<file path="config.mk">
export PLATFORM = sky130hd
export DESIGN_NAME = stage_mm_flat
export DESIGN_NICKNAME = d
export VERILOG_FILES = /design/src/rtl/stage_mm_pkg.sv /design/src/rtl/stage_mm_if.sv /design/src/rtl/stage_mm_mem_if.sv /design/src/rtl/stage_mm.sv /design/src/flat_wrapper.sv
export SDC_FILE = /design/constraint.sdc
export NUM_CORES = 1
export LEC_CHECK = 0
export ABC_AREA = 1
export CAP_MARGIN = 25
export CORE_MARGIN = 2
export CORE_UTILIZATION = 33
export CTS_BUF_LIST = sky130_fd_sc_hd__clkbuf_2 sky130_fd_sc_hd__clkbuf_4 sky130_fd_sc_hd__clkbuf_8
export CTS_CLUSTER_DIAMETER = 120
export DETAILED_ROUTE_END_ITERATION = 12
export GPL_TIMING_DRIVEN = 0
export PLACE_DENSITY = 0.83
export SLEW_MARGIN = 20
export SYNTH_ARGS = -nofsm -noshare
export SYNTH_HDL_FRONTEND = slang
export SYNTH_SLANG_ARGS = --single-unit
</file>
<file path="constraint.sdc">
create_clock -name clk -period 1.5 [get_ports clk]
set_input_delay 0.3 -clock clk [delete_from_list [all_inputs] [get_ports clk]]
set_output_delay 0.3 -clock clk [all_outputs]
set_load 0.03 [all_outputs]
</file>
<file path="src/rtl/stage_mm_pkg.sv">
// ============================================================================
//  Module  : stage_mm_pkg
//  Brief   : Shared widths, FSM encoding and helpers for the MM pipeline stage.
//  Revision: 1.0
// ============================================================================
`default_nettype none

package stage_mm_pkg;

    localparam int MM_DATA_W      = 32;
    localparam int MM_DATA_ADDR_W = 32;
    localparam int MM_REG_ADDR_W  = 5;
    localparam int MM_STATE_W     = 1;

    typedef enum logic [MM_STATE_W-1:0] {
        MM_ST_IDLE = 1'b0,
        MM_ST_WAIT = 1'b1
    } mm_state_t;

    function automatic logic word_aligned(input logic [1:0] addr_lsb);
        return (addr_lsb == 2'b00);
    endfunction

endpackage

`default_nettype wire

</file>
<file path="src/rtl/stage_mm_if.sv">
// ============================================================================
//  Module  : stage_mm_if
//  Brief   : Word-wide req/ack data-memory port between stage_mm and memory.
//  Revision: 1.0
// ============================================================================
`default_nettype none

interface stage_mm_if import stage_mm_pkg::*; #(
    parameter int DATA_W      = MM_DATA_W,
    parameter int DATA_ADDR_W = MM_DATA_ADDR_W
) ();

    logic                   mem_req;
    logic                   mem_we;
    logic [DATA_ADDR_W-1:0] mem_addr;
    logic [DATA_W-1:0]      mem_wdata;
    logic                   mem_ack;
    logic [DATA_W-1:0]      mem_rdata;

    modport master (
        output mem_req, mem_we, mem_addr, mem_wdata,
        input  mem_ack, mem_rdata
    );

    modport slave (
        input  mem_req, mem_we, mem_addr, mem_wdata,
        output mem_ack, mem_rdata
    );

endinterface

`default_nettype wire

</file>
<file path="src/rtl/stage_mm_mem_if.sv">
// ============================================================================
//  Module  : stage_mm_mem_if
//  Brief   : Two-state req/ack sequencer; raises stall while an access waits.
//  Revision: 1.0
// ============================================================================
`default_nettype none

module stage_mm_mem_if import stage_mm_pkg::*; (
    input  logic clk,
    input  logic rst_n,
    input  logic mem_op,
    input  logic mem_ack,
    output logic mem_req,
    output logic stall
);

    mm_state_t r_state;
    mm_state_t w_state_nxt;
    logic      w_req;

    always_ff @(posedge clk or negedge rst_n) begin
        if (!rst_n) begin
            r_state <= MM_ST_IDLE;
        end else begin
            r_state <= w_state_nxt;
        end
    end

    always_comb begin
        w_state_nxt = r_state;
        w_req       = 1'b0;
        case (r_state)
            MM_ST_IDLE: begin
                if (mem_op) begin
                    w_req = 1'b1;
                    if (!mem_ack) begin
                        w_state_nxt = MM_ST_WAIT;
                    end
                end
            end
            MM_ST_WAIT: begin
                // Request is held even with en low: the access must finish.
                w_req = 1'b1;
                if (mem_ack) begin
                    w_state_nxt = MM_ST_IDLE;
                end
            end
            default: w_state_nxt = MM_ST_IDLE;
        endcase
    end

    // Reset abandons an in-flight access without waiting for a clock edge.
    assign mem_req = w_req & rst_n;
    assign stall   = mem_req & ~mem_ack;

endmodule

`default_nettype wire

</file>
<file path="src/rtl/stage_mm.sv">
// ============================================================================
//  Module  : stage_mm
//  Brief   : Memory-access stage: word loads/stores over req/ack, MM->WB regs.
//  Revision: 1.0
// ============================================================================
`default_nettype none

module stage_mm import stage_mm_pkg::*; #(
    parameter int DATA_W      = MM_DATA_W,
    parameter int DATA_ADDR_W = MM_DATA_ADDR_W,
    parameter int REG_ADDR_W  = MM_REG_ADDR_W
) (
    input  logic                   clk,
    input  logic                   rst_n,
    input  logic                   en,
    input  logic                   in_flush,
    input  logic                   in_reg_wr,
    input  logic [REG_ADDR_W-1:0]  in_reg_addr_rd,
    input  logic [DATA_W-1:0]      in_reg_data_rd,
    input  logic [DATA_ADDR_W-1:0] in_mem_addr,
    input  logic                   in_is_load,
    input  logic                   in_is_store,
    stage_mm_if.master             mem,
    output logic                   stall,
    output logic                   misaligned,
    output logic                   out_reg_wr,
    output logic [REG_ADDR_W-1:0]  out_reg_addr_rd,
    output logic [DATA_W-1:0]      out_reg_data_rd,
    output logic                   out_flush
);

    logic w_mem_access;
    logic w_aligned;
    logic w_mem_op;
    logic w_misalign_now;

    assign w_mem_access   = en & ~in_flush & (in_is_load | in_is_store);
    assign w_aligned      = word_aligned(in_mem_addr[1:0]);
    assign w_mem_op       = w_mem_access & w_aligned;
    assign w_misalign_now = w_mem_access & ~w_aligned;

    stage_mm_mem_if u_mem_if (
        .clk     (clk),
        .rst_n   (rst_n),
        .mem_op  (w_mem_op),
        .mem_ack (mem.mem_ack),
        .mem_req (mem.mem_req),
        .stall   (stall)
    );

    assign mem.mem_we    = in_is_store;
    assign mem.mem_addr  = {in_mem_addr[DATA_ADDR_W-1:2], 2'b00};
    assign mem.mem_wdata = in_reg_data_rd;

    always_ff @(posedge clk or negedge rst_n) begin
        if (!rst_n) begin
            misaligned      <= 1'b0;
            out_reg_wr      <= 1'b0;
            out_reg_addr_rd <= '0;
            out_reg_data_rd <= '0;
            out_flush       <= 1'b1;
        end else begin
            misaligned <= w_misalign_now;
            if (stall) begin
                // Bubble each waiting cycle so WB never retires the op twice.
                out_reg_wr <= 1'b0;
                out_flush  <= 1'b1;
            end else if (en) begin
                out_reg_wr      <= in_reg_wr & ~in_flush & ~w_misalign_now & ~in_is_store;
                out_flush       <= in_flush;
                out_reg_addr_rd <= in_reg_addr_rd;
                out_reg_data_rd <= in_is_load ? mem.mem_rdata : in_reg_data_rd;
            end
        end
    end

endmodule

`default_nettype wire

</file>
<file path="src/flat_wrapper.sv">
// flat-port wrapper written by rule: the top's interface ports become plain ports
module stage_mm_flat import stage_mm_pkg::*;
#(
    parameter int DATA_W      = MM_DATA_W,
    parameter int DATA_ADDR_W = MM_DATA_ADDR_W,
    parameter int REG_ADDR_W  = MM_REG_ADDR_W
)
  (clk, rst_n, en, in_flush, in_reg_wr, in_reg_addr_rd, in_reg_data_rd, in_mem_addr, in_is_load, in_is_store, stall, misaligned, out_reg_wr, out_reg_addr_rd, out_reg_data_rd, out_flush, mem_mem_req, mem_mem_we, mem_mem_addr, mem_mem_wdata, mem_mem_ack, mem_mem_rdata);
  stage_mm_if #(.DATA_W(DATA_W), .DATA_ADDR_W(DATA_ADDR_W)) mem_i ();
  input  logic clk;
  input  logic rst_n;
  input  logic en;
  input  logic in_flush;
  input  logic in_reg_wr;
  input  logic [REG_ADDR_W-1:0] in_reg_addr_rd;
  input  logic [DATA_W-1:0] in_reg_data_rd;
  input  logic [DATA_ADDR_W-1:0] in_mem_addr;
  input  logic in_is_load;
  input  logic in_is_store;
  output logic stall;
  output logic misaligned;
  output logic out_reg_wr;
  output logic [REG_ADDR_W-1:0] out_reg_addr_rd;
  output logic [DATA_W-1:0] out_reg_data_rd;
  output logic out_flush;
  output wire logic [$bits(mem_i.mem_req)-1:0] mem_mem_req;
  output wire logic [$bits(mem_i.mem_we)-1:0] mem_mem_we;
  output wire logic [$bits(mem_i.mem_addr)-1:0] mem_mem_addr;
  output wire logic [$bits(mem_i.mem_wdata)-1:0] mem_mem_wdata;
  input wire logic [$bits(mem_i.mem_ack)-1:0] mem_mem_ack;
  input wire logic [$bits(mem_i.mem_rdata)-1:0] mem_mem_rdata;
  assign mem_mem_req = mem_i.mem_req;
  assign mem_mem_we = mem_i.mem_we;
  assign mem_mem_addr = mem_i.mem_addr;
  assign mem_mem_wdata = mem_i.mem_wdata;
  assign mem_i.mem_ack = mem_mem_ack;
  assign mem_i.mem_rdata = mem_mem_rdata;
  stage_mm #(.DATA_W(DATA_W), .DATA_ADDR_W(DATA_ADDR_W), .REG_ADDR_W(REG_ADDR_W)) u_core (.clk(clk), .rst_n(rst_n), .en(en), .in_flush(in_flush), .in_reg_wr(in_reg_wr), .in_reg_addr_rd(in_reg_addr_rd), .in_reg_data_rd(in_reg_data_rd), .in_mem_addr(in_mem_addr), .in_is_load(in_is_load), .in_is_store(in_is_store), .mem(mem_i), .stall(stall), .misaligned(misaligned), .out_reg_wr(out_reg_wr), .out_reg_addr_rd(out_reg_addr_rd), .out_reg_data_rd(out_reg_data_rd), .out_flush(out_flush));
endmodule
</file>
==> results.txt <==
----------------------------------------------------
[Pwr]
  Power density of the placed cells ... 789 nW/µm²
  Static power due to leakage ... 2.51 nW
  IR Drop Worst-Case VDD ... around 0.32 mV

[Synth]
  Top cells by area, synth ... dfrtp_1, nand2_1, buf_4
  Most common flop cell mapped by yosys ... dfrtp_1
  Netlist area before placement ... approximately 2500 µm²
  Cell accounting for the most synthesized area ... dfrtp_1
  Number of storage elements in the synthesis netlist ... 41
  Top post-synthesis cells by count ... nand2_1, buf_4, dfrtp_1
  Synth cell types ... 15
  EDFF count, synth ... 0
  Post-synth top area share ... between 30% and 40%
  Share of synthesized registers carrying an async set or reset ... between 90% and 100%
  Mean post-synth cell area ... about 7 µm²
  Synth warnings ... 0
  Synthesized netlist cell count ... around 360
  Sequential element share of the synthesized area ... between 40 and 50%
  Cell with the most instances after synthesis ... nand2_1

[Outcome]
  Run status ... complete, no violations

[Setup path]
  CP Max Fanout ... 2
  Arrival time of data at the critical path endpoint ... around 1.2 ns
  Start-to-end type of the worst setup path ... input port to primary output
  Crit path cell chain ... clkdlybuf4s50_1, buf_4, clkdlybuf4s15_2
  WP buf/inv ... 3
  Endpoint class of the critical path ... primary output
  Crit path max-delay family ... buffers and inverters
  Critical path's largest stage delay ... 0.48 ns
  Req. time, crit path ... roughly 1.2 ns
  Slowest cell on crit path ... clkdlybuf4s50_1
  Worst Setup Start Kind ... input port

[Routing]
  Via-to-Cell Ratio ... between 4 and 5
  DRC viols ... 0
  Initial drt markers ... 81
  Antenna-violating nets left ... 0
  Total Wirelength ... 8.18 mm
  Drt pass-1 iters ... 4
  DR WL/cell ... 12.4 µm
  Detailed-route via count ... 2862

[Placement]
  Weighted congestion at the end of routability-driven global placement ... between 0.7 and 0.8
  Hpwl dp ... between 6 and 7 mm
  Placement-stage cell area ... around 4500 µm²
  Number of buffers inserted by port buffering ... ~180

[GRT]
  Largest net degree at the start of global routing ... 22
  Total Routing Usage GR ... between 10% and 20%
  Global-route wire length before repair ... about 13 mm
  Leftover overflow at the end of global routing ... 0
  Antenna violations before repair ... 0
  Via count of the first global-routing pass ... ~2900

[Floorplan]
  Count of pins on the block boundary ... ~220
  Full die area ... ~8400 µm²
  Floorplan die height ... around 90 µm
  Initial Utilization ... 33.5%
  Placeable core region ... about 7600 µm²
  Row count ... 32
  Die width ... 91.9 µm

[Timing]
  Final Setup Violations ... 0
  Hold Fails Final Rpt ... 0
  Period minus WS final ... around 1.5 ns
  Top achievable clock speed ... approximately 670 MHz
  Period utilisation layout ... 98.9%
  Pin slew with the least headroom to its limit ... a little under 0.9 ns
  Worst setup skew after layout ... about 0.0034 ns
  Summed negative setup slack over all endpoints ... 0 ns
  Final max-slew violation count ... 0
  Setup repair after global routing missed its margin ... false
  Slew Limit Headroom ... a little over two fifths

[Clock tree]
  Total CTS buffers ... 5
  Clock Latency Late Sink ... 0.28 ns
  CTS HTree Levels ... 2
  Maximum clock insertion buffer count ... 2
  Clock tree root driver cell ... clkbuf_8
  Clock-pin slew of the registers on the worst-case setup and hold paths ... around 0.070 ns
  Number of sinks on the clock net ... 41
  Clock tree from TritonCTS ... yes

[Final layout]
  Final Cell Area ... 4610 µm²
  Layout overhead on the synthesized area ... 80.8%
  Number of antenna repair diodes ... 0
  Share of the core filled with cells in the final layout ... between 60% and 70%
  Layout cell share with drive strength beyond 1 ... 23.6%
  Layout net count ... around 670

[Min path]
  Path class of the lowest-slack min-delay path ... input port to async pin

[Job]
  Max cap viols ... 0

----------------------------------------------------
==> cells by family after synthesis <==
group	Yosys count	share of synthesized area (%)
AOI/OAI and AO/OA	3	0.589
and+or+nand+nor	224	35.2
DFF	41	40.3
buffers and inverters	94	23.7
other	1	0.147
==> registers in the layout (all words and copies together), names as in the netlist <==
signal / count
u_core.misaligned: 1
u_core.out_flush: 1
u_core.out_reg_addr_rd: 5
u_core.out_reg_data_rd: 32
u_core.out_reg_wr: 1
u_core.u_mem_if.r_state: 1
==> through the flow <==
stage | power (mW) | std cells | hold slack [ns] | setup WS [ns]
6_report | 3.63 | 662 | 0.0472 | 0.0165
4_1_cts | 3.68 | 661 | 0.0358 | 0.0101
5_1_grt | 3.83 | 662 | 0.0337 | 0.000124
2_1_floorplan | 2.11 | 364 | 0.00441 | 0.0362
3_5_place_dp | 2.85 | 649 | 0.292 | -1.11
3_3_place_gp | 2.82 | 648 | 0.453 | -2.35
==> metal layers <==
metal  track usage (%)  share of wire, %
met3              3.94               7.0
met4              4.60               1.4
met2              36.0                53
met5                 0                 0
met1              23.0                39
==> repair_timing <==
action | 4_1_cts | 5_1_grt
resized for setup | 174 | 45
endpoints found under the setup margin | 113 | 29
endpoints found under the hold margin | 19 | 0
hold buffers | 2 | 0
buffers inserted | 2 | 0
pin swaps | 4 | 5
==> layout by cell type (no fill, tap or decap), types with 4 or more instances in the layout <==
cell type	count
nand2_1	178
nand3_1	38
buf_2	16
dlygate4sd2_1	40
nor2_1	5
clkdlybuf4s50_1	100
clkbuf_8	6
dfrtp_1	40
buf_4	70
clkdlybuf4s15_2	14
clkbuf_4	4
clkbuf_1	10
inv_1	7
clkbuf_2	5
==> where the power goes <==
group	switching, mW	leakage (nW)	total [mW]	internal (mW)
logic	0.805	1.94	1.43	0.627
registers	0.0571	0.511	1.28	1.23
clock network	0.359	0.0619	0.920	0.561
total	1.22	2.51	3.63	2.41
==> area by class of cell <==
class / instances / area (µm²)
fillers: 698 / 3000
repair buffers: 188 / 1780
flip-flops and latches: 41 / 1030
multi-input cells: 229 / 930
plain buffers: 83 / 582
well taps: 102 / 128
clock buffers: 7 / 90.1
inverters: 11 / 43.8
clock inverters: 1 / 30.0
==> worst paths after layout <==
check	from	end	cells after the start	slack [ns]
worst max-delay path	in_reg_data_rd[13]	mem_mem_wdata[13]	3	0.02
worst min-delay path	rst_n	u_core.out_flush	2	0.05
worst max register to register	u_core.u_mem_if.r_state	u_core.out_reg_addr_rd[0]	8	0.16
worst min register to register	u_core.out_reg_data_rd[18]	u_core.out_reg_data_rd[18]	2	0.47
max in group asynchronous	rst_n	u_core.out_reg_data_rd[22]	2	0.28
min in group clk	mem_mem_ack	u_core.u_mem_if.r_state	2	0.22
No activity file was read; power rests on OpenSTA's default activity.
